<file path="config.mk">
export PLATFORM = sky130hd
export DESIGN_NAME = hub75_scan_driver_flat
export DESIGN_NICKNAME = d
export VERILOG_FILES = /design/src/rtl/hub75_pkg.sv /design/src/rtl/hub75_scan_driver_if.sv /design/src/rtl/hub75_timer.sv /design/src/rtl/hub75_scan_driver.sv /design/src/flat_wrapper.sv
export SDC_FILE = /design/constraint.sdc
export NUM_CORES = 1
export LEC_CHECK = 0
export ABC_AREA = 0
export CELL_PAD_IN_SITES_DETAIL_PLACEMENT = 0
export CELL_PAD_IN_SITES_GLOBAL_PLACEMENT = 2
export CORE_UTILIZATION = 31
export CTS_CLUSTER_DIAMETER = 120
export CTS_CLUSTER_SIZE = 25
export DETAILED_ROUTE_END_ITERATION = 8
export GPL_TIMING_DRIVEN = 1
export HOLD_SLACK_MARGIN = 0.03
export PLACE_DENSITY = 0.76
export RECOVER_POWER = 25
export SLEW_MARGIN = 10
export SYNTH_ARGS = -nofsm -noshare
export SYNTH_HDL_FRONTEND = slang
export SYNTH_SLANG_ARGS = --single-unit
</file>
<file path="constraint.sdc">
create_clock -name clk -period 2.09 [get_ports clk]
set_input_delay 0.418 -clock clk [delete_from_list [all_inputs] [get_ports clk]]
set_output_delay 0.418 -clock clk [all_outputs]
set_load 0.05 [all_outputs]
</file>
<file path="src/rtl/hub75_pkg.sv">
// Shared constants, FSM state type and pixel struct for the HUB75 scan driver.
package hub75_pkg;

  typedef enum logic [1:0] {
    ST_IDLE,
    ST_SHIFT,
    ST_LATCH,
    ST_DISPLAY
  } hub_state_e;

  localparam int HUB_COLS  = 64;
  localparam int HUB_LINES = 32;
  localparam int COL_W     = $clog2(HUB_COLS);
  localparam int LINE_W    = $clog2(HUB_LINES);

  localparam int DEF_CLK_DIV      = 1;
  localparam int DEF_LATCH_CYCLES = 2;
  localparam int DEF_ON_CYCLES    = 256;

  typedef struct packed {
    logic r1;
    logic r2;
    logic g1;
    logic g2;
    logic b1;
    logic b2;
  } hub_rgb_t;

  function automatic int max3(input int a, input int b, input int c);
    int m;
    m = (a > b) ? a : b;
    return (m > c) ? m : c;
  endfunction

endpackage

</file>
<file path="src/rtl/hub75_scan_driver_if.sv">
// Pattern-source coordinates/colour bits and HUB75 panel pins in one bundle.
interface hub75_scan_driver_if import hub75_pkg::*; #(
  parameter int CW = COL_W,
  parameter int LW = LINE_W
) ();
  logic [LW-1:0] line;
  logic [CW-1:0] column;
  logic          r1, r2, g1, g2, b1, b2;
  logic          hub_r1, hub_r2, hub_g1, hub_g2, hub_b1, hub_b2;
  logic          hub_clk;
  logic          hub_lat;
  logic          hub_oe_n;
  logic [LW-1:0] hub_addr;
  logic          frame_start;

  modport master (
    output line, column,
    input  r1, r2, g1, g2, b1, b2,
    output hub_r1, hub_r2, hub_g1, hub_g2, hub_b1, hub_b2,
    output hub_clk, hub_lat, hub_oe_n, hub_addr, frame_start
  );

  modport slave (
    input  line, column,
    output r1, r2, g1, g2, b1, b2,
    input  hub_r1, hub_r2, hub_g1, hub_g2, hub_b1, hub_b2,
    input  hub_clk, hub_lat, hub_oe_n, hub_addr, frame_start
  );
endinterface

</file>
<file path="src/rtl/hub75_timer.sv">
// Loadable down-counter; a phase loaded with N-1 lasts N cycles, done flags the last one.
module hub75_timer #(
  parameter int W = 8
) (
  input  logic         clk,
  input  logic         rst,
  input  logic         load,
  input  logic [W-1:0] load_val,
  output logic [W-1:0] cnt,
  output logic         done
);
  always_ff @(posedge clk) begin
    if (rst)              cnt <= '0;
    else if (load)        cnt <= load_val;
    else if (cnt != '0)   cnt <= cnt - 1'b1;
  end

  assign done = (cnt == '0);
endmodule

</file>
<file path="src/rtl/hub75_scan_driver.sv">
// 1/32-scan HUB75 driver: walks line/column for the pattern LUT, shifts, latches, displays.
module hub75_scan_driver import hub75_pkg::*; #(
  parameter int COLS         = HUB_COLS,
  parameter int LINES        = HUB_LINES,
  parameter int CLK_DIV      = DEF_CLK_DIV,
  parameter int LATCH_CYCLES = DEF_LATCH_CYCLES,
  parameter int ON_CYCLES    = DEF_ON_CYCLES
) (
  input  logic                clk,
  input  logic                rst,
  input  logic                enable,
  hub75_scan_driver_if.master bus
);
  localparam int CW    = $clog2(COLS);
  localparam int LW    = $clog2(LINES);
  localparam int TMR_W = $clog2(max3(CLK_DIV, LATCH_CYCLES, ON_CYCLES) + 1);

  localparam logic [TMR_W-1:0] DIV_LD = TMR_W'(CLK_DIV - 1);
  localparam logic [TMR_W-1:0] LAT_LD = TMR_W'(LATCH_CYCLES - 1);
  localparam logic [TMR_W-1:0] ON_LD  = TMR_W'(ON_CYCLES - 1);
  localparam logic [CW-1:0]    COL_LAST  = CW'(COLS - 1);
  localparam logic [LW-1:0]    LINE_LAST = LW'(LINES - 1);

  hub_state_e       state, state_nxt;
  logic             ph_hi, ph_nxt;
  logic             tmr_load, tmr_done;
  logic [TMR_W-1:0] tmr_val, tmr_cnt;
  logic             col_inc, line_inc;
  logic             first_low, lat_first;
  logic [CW-1:0]    column;
  logic [LW-1:0]    line;
  hub_rgb_t         pat, pix;
  logic             hub_clk_q, hub_lat_q, hub_oe_n_q, frame_start_q;
  logic [LW-1:0]    hub_addr_q;

  hub75_timer #(.W(TMR_W)) u_timer (
    .clk      (clk),
    .rst      (rst),
    .load     (tmr_load),
    .load_val (tmr_val),
    .cnt      (tmr_cnt),
    .done     (tmr_done)
  );

  always_ff @(posedge clk) begin
    if (rst) state <= ST_IDLE;
    else     state <= state_nxt;
  end

  always_comb begin
    state_nxt = state;
    ph_nxt    = ph_hi;
    tmr_load  = 1'b0;
    tmr_val   = DIV_LD;
    col_inc   = 1'b0;
    line_inc  = 1'b0;
    unique case (state)
      ST_IDLE: begin
        if (enable) begin
          state_nxt = ST_SHIFT;
          ph_nxt    = 1'b0;
          tmr_load  = 1'b1;
        end
      end
      ST_SHIFT: begin
        if (tmr_done) begin
          tmr_load = 1'b1;
          if (!ph_hi) begin
            ph_nxt = 1'b1;
          end else begin
            ph_nxt  = 1'b0;
            col_inc = 1'b1;
            if (column == COL_LAST) begin
              state_nxt = ST_LATCH;
              tmr_val   = LAT_LD;
            end
          end
        end
      end
      ST_LATCH: begin
        if (tmr_done) begin
          state_nxt = ST_DISPLAY;
          tmr_load  = 1'b1;
          tmr_val   = ON_LD;
        end
      end
      ST_DISPLAY: begin
        if (tmr_done) begin
          line_inc = 1'b1;
          if (enable) begin
            state_nxt = ST_SHIFT;
            ph_nxt    = 1'b0;
            tmr_load  = 1'b1;
          end else begin
            state_nxt = ST_IDLE;
          end
        end
      end
      default: state_nxt = ST_IDLE;
    endcase
  end

  assign first_low = (state == ST_SHIFT) && !ph_hi && (tmr_cnt == DIV_LD);
  assign lat_first = (state == ST_LATCH) && (tmr_cnt == LAT_LD);

  assign pat = '{r1: bus.r1, r2: bus.r2, g1: bus.g1, g2: bus.g2, b1: bus.b1, b2: bus.b2};

  // Panel pins are registered from the current state, so the whole panel view
  // trails the FSM by one cycle; data therefore lands exactly as hub_clk falls.
  always_ff @(posedge clk) begin
    if (rst) begin
      ph_hi         <= 1'b0;
      column        <= '0;
      line          <= '0;
      pix           <= '0;
      hub_clk_q     <= 1'b0;
      hub_lat_q     <= 1'b0;
      hub_oe_n_q    <= 1'b1;
      hub_addr_q    <= '0;
      frame_start_q <= 1'b0;
    end else begin
      ph_hi <= ph_nxt;
      if (col_inc)  column <= (column == COL_LAST)  ? '0 : column + 1'b1;
      if (line_inc) line   <= (line   == LINE_LAST) ? '0 : line + 1'b1;
      if (first_low) pix <= pat;
      if (lat_first) hub_addr_q <= line;
      hub_clk_q     <= (state == ST_SHIFT) && ph_hi;
      hub_lat_q     <= (state == ST_LATCH);
      hub_oe_n_q    <= (state != ST_DISPLAY);
      frame_start_q <= first_low && (column == '0) && (line == '0);
    end
  end

  assign bus.line        = line;
  assign bus.column      = column;
  assign bus.hub_r1      = pix.r1;
  assign bus.hub_r2      = pix.r2;
  assign bus.hub_g1      = pix.g1;
  assign bus.hub_g2      = pix.g2;
  assign bus.hub_b1      = pix.b1;
  assign bus.hub_b2      = pix.b2;
  assign bus.hub_clk     = hub_clk_q;
  assign bus.hub_lat     = hub_lat_q;
  assign bus.hub_oe_n    = hub_oe_n_q;
  assign bus.hub_addr    = hub_addr_q;
  assign bus.frame_start = frame_start_q;
endmodule

</file>
<file path="src/flat_wrapper.sv">
// flat-port wrapper written by rule: the top's interface ports become plain ports
module hub75_scan_driver_flat import hub75_pkg::*;
#(
  parameter int COLS         = HUB_COLS,
  parameter int LINES        = HUB_LINES,
  parameter int CLK_DIV      = DEF_CLK_DIV,
  parameter int LATCH_CYCLES = DEF_LATCH_CYCLES,
  parameter int ON_CYCLES    = DEF_ON_CYCLES
)
  (clk, rst, enable, bus_line, bus_column, bus_r1, bus_r2, bus_g1, bus_g2, bus_b1, bus_b2, bus_hub_r1, bus_hub_r2, bus_hub_g1, bus_hub_g2, bus_hub_b1, bus_hub_b2, bus_hub_clk, bus_hub_lat, bus_hub_oe_n, bus_hub_addr, bus_frame_start);
  hub75_scan_driver_if bus_i ();
  input  logic clk;
  input  logic rst;
  input  logic enable;
  output wire logic [$bits(bus_i.line)-1:0] bus_line;
  output wire logic [$bits(bus_i.column)-1:0] bus_column;
  input wire logic [$bits(bus_i.r1)-1:0] bus_r1;
  input wire logic [$bits(bus_i.r2)-1:0] bus_r2;
  input wire logic [$bits(bus_i.g1)-1:0] bus_g1;
  input wire logic [$bits(bus_i.g2)-1:0] bus_g2;
  input wire logic [$bits(bus_i.b1)-1:0] bus_b1;
  input wire logic [$bits(bus_i.b2)-1:0] bus_b2;
  output wire logic [$bits(bus_i.hub_r1)-1:0] bus_hub_r1;
  output wire logic [$bits(bus_i.hub_r2)-1:0] bus_hub_r2;
  output wire logic [$bits(bus_i.hub_g1)-1:0] bus_hub_g1;
  output wire logic [$bits(bus_i.hub_g2)-1:0] bus_hub_g2;
  output wire logic [$bits(bus_i.hub_b1)-1:0] bus_hub_b1;
  output wire logic [$bits(bus_i.hub_b2)-1:0] bus_hub_b2;
  output wire logic [$bits(bus_i.hub_clk)-1:0] bus_hub_clk;
  output wire logic [$bits(bus_i.hub_lat)-1:0] bus_hub_lat;
  output wire logic [$bits(bus_i.hub_oe_n)-1:0] bus_hub_oe_n;
  output wire logic [$bits(bus_i.hub_addr)-1:0] bus_hub_addr;
  output wire logic [$bits(bus_i.frame_start)-1:0] bus_frame_start;
  assign bus_line = bus_i.line;
  assign bus_column = bus_i.column;
  assign bus_i.r1 = bus_r1;
  assign bus_i.r2 = bus_r2;
  assign bus_i.g1 = bus_g1;
  assign bus_i.g2 = bus_g2;
  assign bus_i.b1 = bus_b1;
  assign bus_i.b2 = bus_b2;
  assign bus_hub_r1 = bus_i.hub_r1;
  assign bus_hub_r2 = bus_i.hub_r2;
  assign bus_hub_g1 = bus_i.hub_g1;
  assign bus_hub_g2 = bus_i.hub_g2;
  assign bus_hub_b1 = bus_i.hub_b1;
  assign bus_hub_b2 = bus_i.hub_b2;
  assign bus_hub_clk = bus_i.hub_clk;
  assign bus_hub_lat = bus_i.hub_lat;
  assign bus_hub_oe_n = bus_i.hub_oe_n;
  assign bus_hub_addr = bus_i.hub_addr;
  assign bus_frame_start = bus_i.frame_start;
  hub75_scan_driver #(.COLS(COLS), .LINES(LINES), .CLK_DIV(CLK_DIV), .LATCH_CYCLES(LATCH_CYCLES), .ON_CYCLES(ON_CYCLES)) u_core (.clk(clk), .rst(rst), .enable(enable), .bus(bus_i));
endmodule
</file>
### Yosys cells after proc, flatten, opt, wreduce, memory -nomap -nowiden

Index checks and enable logic that the tools add are counted.

| cells by class | value |
|---|---|
| eq/ne operators | 13 |
| reduce and logical (&&, ||, !) cells | 17 |
| $add $sub $neg | 3 |
| multiplexer cells | 30 |

Operators with widths:

| kind | count |
|---|---|
| 2-to-1 mux 9 bit | 4 |
| one-hot mux 9 bit (2 select lines) | 1 |
| 2-to-1 mux 1 bit | 13 |
| 2-to-1 mux 2 bit | 6 |
| == test 9 x 1 -> 1 bit, second input constant | 1 |
| logical NOT 9 bit | 1 |
| nonzero test 9 bit | 1 |
| subtractor 9 x 1 -> 9 bit, second input constant | 1 |
| 2-to-1 mux 8 bit | 1 |
| != test 2 x 1 -> 1 bit, second input constant | 4 |
| one-hot mux 2 bit (4 select lines) | 1 |
| adder 6 x 1 -> 6 bit, second input constant | 1 |
| == test 6 bit, second input constant | 1 |
| logical AND 1 bit | 6 |
| logical NOT 6 bit | 1 |
| 2-to-1 mux 6 bit | 1 |
| != test 2 bit, second input constant | 3 |
| one-hot mux 1 bit (3 select lines) | 2 |
| AND reduction 6 bit | 1 |
| adder 5 x 1 -> 5 bit, second input constant | 1 |
| == test 5 bit, second input constant | 1 |
| logical NOT 5 bit | 1 |
| 2-to-1 mux 5 bit | 1 |
| == test 2 bit, second input constant | 2 |
| 7 further kinds | 7 |

| word-level totals | value |
|---|---|
| input port bits | 9 |
| register bits | 38 |
| logic and storage cells | 79 |
| output and inout bits | 26 |

### Logic depth before layout (Yosys ltp)

Gate-level depths: netlist of the first run.

| logic depth | value |
|---|---|
| depth after elaboration | 6 |
| gate-level depth with buffers | 7 |
| depth with buffers taken out | 6 |

### Cells and area by module

Synthesis of the first run repeated with hierarchy kept, for this count alone.

| unflattened totals | value |
|---|---|
| cell total of the unflattened synthesis | 217 |
| area total of the unflattened synthesis | 1,899.3 sq um |

Modules (own cells, without submodules):

| module | instances | cells each | area each (sq um) |
|---|---|---|---|
| hub75_scan_driver | 1 | 155 | 1,385.1 |
| hub75_timer | 1 | 62 | 514.2 |

### Worst setup path before layout of the first run

No wires, ideal clock.

| timing | value |
|---|---|
| path type | register -> register |
| start | reg u_core.column[0], in the netlist u_core.bus.column[0] |
| end | reg u_core.state[0] |
| buffers on the path | 0 |
| slack | 0.004 ns |
| required time | 1.995 ns |
| arrival time | 1.991 ns |
| setup time | 0.095 ns |
| cell stages (with the launch flop) | 6 |
| cell sequence | dfxtp_1 > ha_1 > nand4_1 > a221o_1 > a211o_1 > a221oi_1 |

| on the way | value |
|---|---|
| longest elaborated chain between the ends | 3 |

RTL lines:

| element | line | RTL |
|---|---|---|
| from (decl) | hub75_scan_driver.sv:30 | `logic [CW-1:0] column;` |
| from (signal assigned) | hub75_scan_driver.sv:123 | `if (col_inc) column <= (column == COL_LAST) ? '0 : column + 1'b1;` |
| == test 6 bit | hub75_scan_driver.sv:73 | `if (column == COL_LAST) begin` |
| != test 2 bit (no source line) | n/a |  |
| AND reduction 6 bit (no source line) | n/a |  |
| to (signal assigned) | hub75_scan_driver.sv:47 | `else state <= state_nxt;` |
| to (decl) | hub75_scan_driver.sv:24 | `hub_state_e state, state_nxt;` |

Every way passes these cells.
A chain may end at the register's enable or synchronous reset.

### Worst setup path after layout of the first run

| timing | value |
|---|---|
| start | reg u_core.column[4], in the netlist u_core.bus.column[4] |
| end | out bus_column[4] |

RTL lines:

| element | line | RTL |
|---|---|---|
| to (decl) | flat_wrapper.sv:16 | `output wire logic [$bits(bus_i.column)-1:0] bus_column;` |

No word-level cell between the ends.

==> impl_summary.txt, run 1 <==
----------------------------------------------------
[Outcome]
  Result of the run ... finished clean

[CTS]
  Post_cts resized ... 0
  CTS tree ... done
  Max clock buf depth ... 2
  Clock tree sinks ... 38
  Clock latency at the later pin of the worst-skew pair ... roughly 290 ps
  Post-CTS setup buffer count ... 0
  Number of clock buffers inserted by TritonCTS ... 5
  CTS H-tree depth ... 2
  Hold-fix buffer count after cts ... 0
  Clock slew at reported path FFs ... 80 ps
  Buffer cell driving the clock tree root ... clkbuf_8

[Placed design]
  Weighted congestion reported at the end of routability-driven placement ... between 0.7 and 0.8
  DPL Wire Length ... around 3.6 mm
  Number of buffers inserted by port buffering ... 34
  Cell total after placement ... 341

[STA]
  Max-slew headroom at the worst pin ... 0.605
  Clock period minus final worst setup slack ... around 2000 ps
  Worst-Margin Slew ... between 500 and 600 ps
  Achievable clock frequency ... 500 MHz
  Number of hold violations in the final report ... 0
  Sum of negative setup slack ... 0 ps
  Slew Viols, Final ... 0
  Endpoints failing setup ... 0
  Tcrit/Tclk final ... 0.957
  Worst-case clock skew ... about 8 ps
  Unrepaired setup endpoints after global routing ... false

[Synth]
  Top cells by area in the synthesized netlist ... dfxtp_1 (39%), ha_1 (8.3%), a21oi_1 (5.9%), o21ai_0 (3.6%), nand2_1 (3.3%)
  Number of enable-type register cells in the synthesized netlist ... 0
  Synthesized area per cell ... around 8.7 µm²
  Number of synthesized register bits ... 38
  Cell type with the highest aggregate area in the netlist ... dfxtp_1
  Sequential-to-total area share from yosys stat ... 0.389
  Most common cell in the netlist ... dfxtp_1
  Share of async-settable or async-resettable flops after synthesis ... 0
  Nets in the synthesized netlist ... about 250
  Synth top area share ... 0.389
  Most common flop cell mapped by yosys ... dfxtp_1
  YS warnings ... 0
  Most frequent cells after synthesis ... dfxtp_1 (38), a21oi_1 (23), nand2_1 (17)
  Gate count of the mapped netlist ... between 200 and 250
  Cell Area, Synth ... approximately 2000 µm²
  Yosys cell types ... between 40 and 50

[Setup path]
  Family with the most delay on the worst path ... buffers and inverters
  Data required time of the critical path ... between 1500 and 2000 ps
  Worst path buffer plus inverter count ... 1
  Startpoint kind of the worst setup timing path ... flop
  Crit path max-delay cell type ... clkdlybuf4s50_1
  Category of the most critical setup path ... reg -> out
  Number of gates on the worst path with buffers counted ... 1
  Endpoint class of the critical path ... output port
  Worst-path fanout max ... 6
  Critical path endpoint ... bus_column[4]
  Largest stage delay on the critical path ... 840 ps
  Critical path, cell by cell ... clkdlybuf4s50_1
  Cells on worst reg2reg path ... 5
  Reg2reg end ... u_core.bus.column[5]$_SDFFE_PP0P_
  Minimum setup slack among reg-to-reg paths ... approximately 200 ps
  Startpoint of the most critical setup path ... u_core.bus.column[4]$_SDFFE_PP0P_
  Worst Path Arrival ... roughly 1600 ps
  R2R Path Start ... u_core.u_timer.cnt[5]$_SDFFE_PP0P_

[Global route]
  Number of antenna violations at the first check in global routing ... 0
  Pin count of the biggest net entering global routing ... 22
  Vias in the first global route ... approximately 1700
  Total global-route track usage ... 0.166
  Wire length of the first global-routing pass ... approximately 8.4 mm
  Final global-route overflow total ... 0

[Finish]
  Share of final-layout standard cells stronger than drive strength 1 ... 0.102
  Nets@finish ... roughly 300
  Number of fill cells in the layout ... 633
  Non-filler cells in the finished layout ... approximately 350
  Sequential standard cell area ... between 700 and 800 µm²
  Antenna cell count ... 0
  Area occupied by multi-input gates ... 1100 µm²
  Area added between synthesis and finish ... 30.0%

[Routing]
  First drt pass iteration count ... 4
  Number of DRC markers after the initial detailed-route iteration ... 59
  Total Wirelength ... between 4 and 5 mm
  Avg Vias per Cell ... just over 5
  Number of DRC violations after detailed routing ... 0
  Number of vias after detailed routing ... ~1800
  Count of nets left with antenna violations after detail routing ... 0
  DR WL/cell ... approximately 14 µm

[Floorplan]
  X dimension of the die ... around 80 µm
  Floorplan core area ... approximately 6000 µm²
  Die area ... ~6600 µm²
  Number of ports placed on the die boundary ... 35
  Die boundary height ... ~80 µm
  Initial core utilization ... 0.327
  Cell row count ... 28

[Power and ir drop]
  Clock share of power ... 0.204
  Fraction of power consumed by sequential logic ... 0.350
  Net Sw Frac ... 0.407
  Comb power frac ... 0.445
  Max VDD drop ... between 0.4 and 0.5 mV
  Leakage component of the power ... 0.00101 µW
  Power density of the placed cells ... just over 1000 nW/µm²
  Internal power consumption ... between 1500 and 2000 µW
  Net switching power figure ... around 1100 µW

[Min path]
  Min-Delay Path Class ... reg -> reg

[Run]
  Max-cap viol count ... 0

----------------------------------------------------
[cells in the final DEF, fill, tap and decap left out, drive strengths merged, types with 2 or more instances in the layout]
| master | instances |
|---|---|
| mux2i | 6 |
| and3 | 3 |
| a31oi | 2 |
| and2 | 2 |
| nor4b | 2 |
| o211ai | 3 |
| clkdlybuf4s50 | 30 |
| buf | 16 |
| nand4 | 8 |
| nor2b | 2 |
| nor3 | 7 |
| nand3 | 9 |
| xor2 | 3 |
| ha | 13 |
| o21ai | 14 |
| a21o | 3 |
| a21oi | 23 |
| nor2 | 12 |
| dfxtp | 38 |
| or3 | 5 |
| o31ai | 4 |
| inv | 14 |
| clkbuf | 11 |
| a21boi | 2 |
| or4 | 3 |
| nand2 | 17 |
| a211oi | 2 |
| nor4 | 2 |
[worst min path at each step]
stage	slack, ps	depth (start not counted)	end	start
finish	480	2	u_core.bus.hub_g2$_SDFFE_PP0P_	u_core.bus.hub_g2$_SDFFE_PP0P_
global route	500	2	u_core.bus.hub_r1$_SDFFE_PP0P_	u_core.bus.hub_r1$_SDFFE_PP0P_
CTS	480	2	u_core.bus.hub_g2$_SDFFE_PP0P_	u_core.bus.hub_g2$_SDFFE_PP0P_
detailed placement	470	2	u_core.bus.hub_r1$_SDFFE_PP0P_	u_core.bus.hub_r1$_SDFFE_PP0P_
global placement	470	2	u_core.bus.hub_g2$_SDFFE_PP0P_	u_core.bus.hub_g2$_SDFFE_PP0P_
floorplan	490	2	u_core.state[1]$_SDFFE_PP0P_	u_core.state[1]$_SDFFE_PP0P_
[power by group through the flow]
stage,Combinational (µW),Clock (µW),Sequential (µW)
6_report,1180,539,927
5_1_grt,1330,589,946
4_1_cts,1190,555,927
3_5_place_dp,1180,0,944
3_3_place_gp,1200,0,946
2_1_floorplan,763,0,1010
[metal layers]
metal | wire, µm | GRT usage
met5 | 0 | 0
met4 | 68 | 0.0536
met3 | 131 | 0.0333
met2 | 2240 | 0.253
met1 | 2520 | 0.233
[cell type report]
cell class,count,area share
inverters,14,0.0207
repair buffers,51,0.176
multi-input cells,163,0.432
well taps,75,0.0369
flip-flops and latches,38,0.299
clock buffers,7,0.0339
clock inverters,1,0.00197
[metrics by stage]
stage | utilization | setup slack, ps | power, µW | hold WS [ps] | area, µm²
final | 0.425 | 89.7 | 2640 | 477 | 2540
after global routing | 0.425 | 26.0 | 2860 | 503 | 2540
after CTS | 0.428 | 36.0 | 2670 | 482 | 2560
after detailed placement | 0.412 | 83.2 | 2120 | 469 | 2470
after global placement | 0.412 | 89.1 | 2140 | 467 | 2470
after floorplan | - | 4.03 | 1770 | 487 | 1960
[state kept, by name, indices dropped and copies added, names as in the netlist, 2 cells and up]
register,flops
u_core.bus.column,6
u_core.bus.hub_addr,5
u_core.bus.line,5
u_core.state,2
u_core.u_timer.cnt,9
[cells by family after synthesis]
| logic type | after synthesis | share of synthesized area |
|---|---|---|
| and+or+nand+nor | 79 | 0.236 |
| AOI/OAI and AO/OA | 61 | 0.194 |
| DFF | 38 | 0.389 |
| buffers and inverters | 24 | 0.0499 |
| adders and majority gates | 13 | 0.0831 |
| muxes | 6 | 0.0307 |
| xor gates and xnor gates | 4 | 0.0179 |
No activity file was read; power rests on OpenSTA's default activity.
==> run 2: changes to the inputs <==
- CORE_ASPECT_RATIO: default -> 1.4
- SYNTH_HIERARCHICAL: default -> 1
==> run 2 against run 1 <==
Compared with the run above: the run now ends with negative setup slack left; power rose by 19%; core utilization rose by 4.7 points; combinational power rose by 44%; register-to-register slack got worse by 550 ps; sequential cell count did not move; global-route usage fell by 0.46 points; setup slack got worse by 440 ps; clock-buffer cell count did not move; via count fell by 0.85%; cell area rose by 8.7%.
==> impl_summary.txt, run 2 <==
----------------------------------------------------
[Outcome]
  Result of the run ... finished, violations left
  Violated checks ... negative setup slack

[Routing]
  Avg Vias per Cell ... 4.95
  Number of vias after detailed routing ... 1753
  DR WL/cell ... around 14 µm
  Number of DRC violations after detailed routing ... 0
  Total Wirelength ... approximately 5 mm
  First drt pass iteration count ... 4
  Number of DRC markers after the initial detailed-route iteration ... 71
  Count of nets left with antenna violations after detail routing ... 0

[STA]
  Tcrit/Tclk final ... 1.17
  Clock period minus final worst setup slack ... roughly 2400 ps
  Slew Viols, Final ... 0
  Worst-case clock skew ... roughly 3.2 ps
  Worst-Margin Slew ... just under 600 ps
  Max-slew headroom at the worst pin ... 0.606
  Endpoints failing setup ... 23
  Sum of negative setup slack ... -4990 ps
  Achievable clock frequency ... about 410 MHz
  Crit path setup slack, layout ... -346 ps
  Number of hold violations in the final report ... 0
  Unrepaired setup endpoints after global routing ... true

[Setup path]
  Worst-path fanout max ... 7
  Endpoint class of the critical path ... flop
  Worst Path Arrival ... about 2600 ps
  Data required time of the critical path ... 2300 ps
  Startpoint kind of the worst setup timing path ... flop
  Category of the most critical setup path ... reg -> reg

[Global route]
  Total global-route track usage ... 0.162
  Final global-route overflow total ... 0
  Number of antenna violations at the first check in global routing ... 0
  Vias in the first global route ... 1629
  Wire length of the first global-routing pass ... 7.71 mm
  Pin count of the biggest net entering global routing ... 41

[Finish]
  Antenna cell count ... 0
  Post-layout utilization of the core ... 0.472
  Register name with the most flops ... u_core/u_timer/cnt
  Share of final-layout standard cells stronger than drive strength 1 ... 0.243
  Non-Filler Cell Area, Final ... roughly 2800 µm²
  Area added between synthesis and finish ... 45.6%
  Leading cell type in the layout, fill and taps excluded ... dfxtp_1
  Max FFs per register ... 9
  Nets@finish ... 303
  Top Registers ... u_core/u_timer/cnt (9), u_core/bus.column (6)
  Leading cell types in the layout, fill and taps excluded ... dfxtp_1 (36), clkdlybuf4s50_1 (30), nor2_1 (28), buf_4 (26)

[Floorplan]
  Initial core utilization ... 0.324
  Die boundary height ... approximately 95 µm
  Floorplan core area ... about 6000 µm²
  X dimension of the die ... roughly 68 µm
  Number of ports placed on the die boundary ... 35
  Die area ... roughly 6400 µm²
  Cell row count ... 33

[CTS]
  CTS H-tree depth ... 2
  Clock latency at the later pin of the worst-skew pair ... roughly 290 ps
  Max clock buf depth ... 2
  Clock slew at reported path FFs ... ~70 ps
  Buffer cell driving the clock tree root ... clkbuf_8
  Clock tree sinks ... 38
  CTS tree ... done
  Number of clock buffers inserted by TritonCTS ... 5

[Power and ir drop]
  Net switching power figure ... between 1000 and 1500 µW
  Net Sw Frac ... 0.378
  Leakage component of the power ... between 0.001 and 0.0015 µW
  Clock share of power ... 0.165
  Fraction of power consumed by sequential logic ... 0.293
  Internal power consumption ... roughly 2000 µW
  Max VDD drop ... about 0.62 mV
  Comb power frac ... 0.541
  Power density of the placed cells ... 1130 nW/µm²
  Post-layout power ... 3130 µW

[Placed design]
  Number of buffers inserted by port buffering ... 34
  Weighted congestion reported at the end of routability-driven placement ... 0.782
  Post-detailed-placement cell area ... 2560 µm²
  DPL Wire Length ... 3.49 mm

[Min path]
  Min-Delay Path Class ... reg -> reg

[Synth]
  Xor-xnor portion of the synthesized cell area ... 0.0323
  Area fraction in compound gates after synthesis ... 0.131
  Gate count of the mapped netlist ... roughly 220
  Most common flop cell mapped by yosys ... dfxtp_1
  Synth top area share ... 0.401
  Post-synthesis simple-gate area fraction ... 0.236
  Synthesized area per cell ... slightly below 9 µm²
  Dominant combinational cell family by area after synthesis ... simple AND/OR/NAND/NOR gates
  Cell type with the highest aggregate area in the netlist ... dfxtp_1
  Top cells by area in the synthesized netlist ... dfxtp_1 (40%), ha_1 (7.2%), mux2i_1 (6.9%), nor2_1 (5.9%), xor2_1 (3.2%)
  Most common cell in the netlist ... dfxtp_1
  Post-synthesis adder-cell area fraction ... 0.0725
  Multiplexer fraction of the synthesized cell area ... 0.0744
  Nets in the synthesized netlist ... between 200 and 250
  Number of synthesized register bits ... 38
  Yosys cell types ... 45
  Cell Area, Synth ... about 1900 µm²
  Share of async-settable or async-resettable flops after synthesis ... 0
  Most frequent cells after synthesis ... dfxtp_1 (38), nor2_1 (30), nand2_1 (16)
  Sequential-to-total area share from yosys stat ... 0.401
  YS warnings ... 6
  Number of enable-type register cells in the synthesized netlist ... 0

[Run]
  Max-cap viol count ... 0

----------------------------------------------------
==> run 2: changes by cell type after synthesis, sizes merged, moves of 5 or more <==
| cell | before | now |
|---|---|---|
| nor2 | 12 | 30 |
| a21oi | 23 | 10 |
| o21ai | 14 | 5 |
| mux2i | 6 | 13 |
| or3 | 5 | 0 |
==> run 2: cells by family after synthesis <==
kind of cell               Yosys count
and+or+nand+nor                     88
DFF                                 38
AOI/OAI and AO/OA                   36
buffers and inverters               22
muxes                               14
adders and majority gates           11
xor gates and xnor gates             7
other                                1
==> run 2: area by class of cell <==
cell class | instances | area (µm²)
Fill cell | 599 | 3100
Multi-Input combinational cell | 158 | 1170
Sequential cell | 38 | 763
Timing Repair Buffer | 67 | 599
Tap cell | 70 | 87.6
Clock buffer | 7 | 86.3
Inverter | 13 | 53.8
Clock inverter | 1 | 5.00
==> run 2: path summary, 6_finish.rpt <==
check	depth (start not counted)	from	to	slack, ps
hold reg to reg	2	u_core/ph_hi$_SDFFE_PP0P_	u_core/bus.hub_clk$_SDFF_PP0_	490
setup / recovery	9	u_core/u_timer/cnt[1]$_SDFFE_PP0P_	u_core/state[0]$_SDFFE_PP0P_	-350
hold / removal	2	u_core/ph_hi$_SDFFE_PP0P_	u_core/bus.hub_clk$_SDFF_PP0_	490
setup reg to reg	9	u_core/u_timer/cnt[1]$_SDFFE_PP0P_	u_core/state[0]$_SDFFE_PP0P_	-350
==> run 2: per-stage QoR <==
stage | setup WS (ps) | hold slack, ps | instances
2_1_floorplan | -399 | 426 | 217
3_3_place_gp | -300 | 456 | 338
3_5_place_dp | -346 | 448 | 338
4_1_cts | -340 | 489 | 353
5_1_grt | -418 | 503 | 354
6_report | -346 | 490 | 354
==> run 2: what timing repair did <==
item | 4_1_cts | 5_1_grt
buffers inserted | 6 | 2
gates cloned | 1 | 0
gates resized for setup | 9 | 12
hold buffers | 0 | 0
endpoints found under the setup margin | 23 | 26
pin swaps | 5 | 4
==> run 2: layer usage <==
metal | track usage | wire length (µm)
met1 | 0.181 | 2080
met2 | 0.289 | 2600
met3 | 0.0338 | 142
met4 | 0.0608 | 68
met5 | 0 | 0
==> run 2: power groups by stage <==
stage               Clock (µW)  Combinational [µW]  Sequential, µW
global placement             0                1520             933
CTS                        546                1660             919
finish                     518                1700             920
global route               565                1850             933
detailed placement           0                1510             932
floorplan                    0                 903            1050
==> run 2: worst max-delay path: stages (launching register included) <==
cell and delay, ps:
dfxtp_2 330, inv_2 70, ha_4 130, or4b_4 450, or4b_4 560, inv_6 100, o21bai_4 130, o2111ai_4 140
a21o_2 230, a211oi_1 210
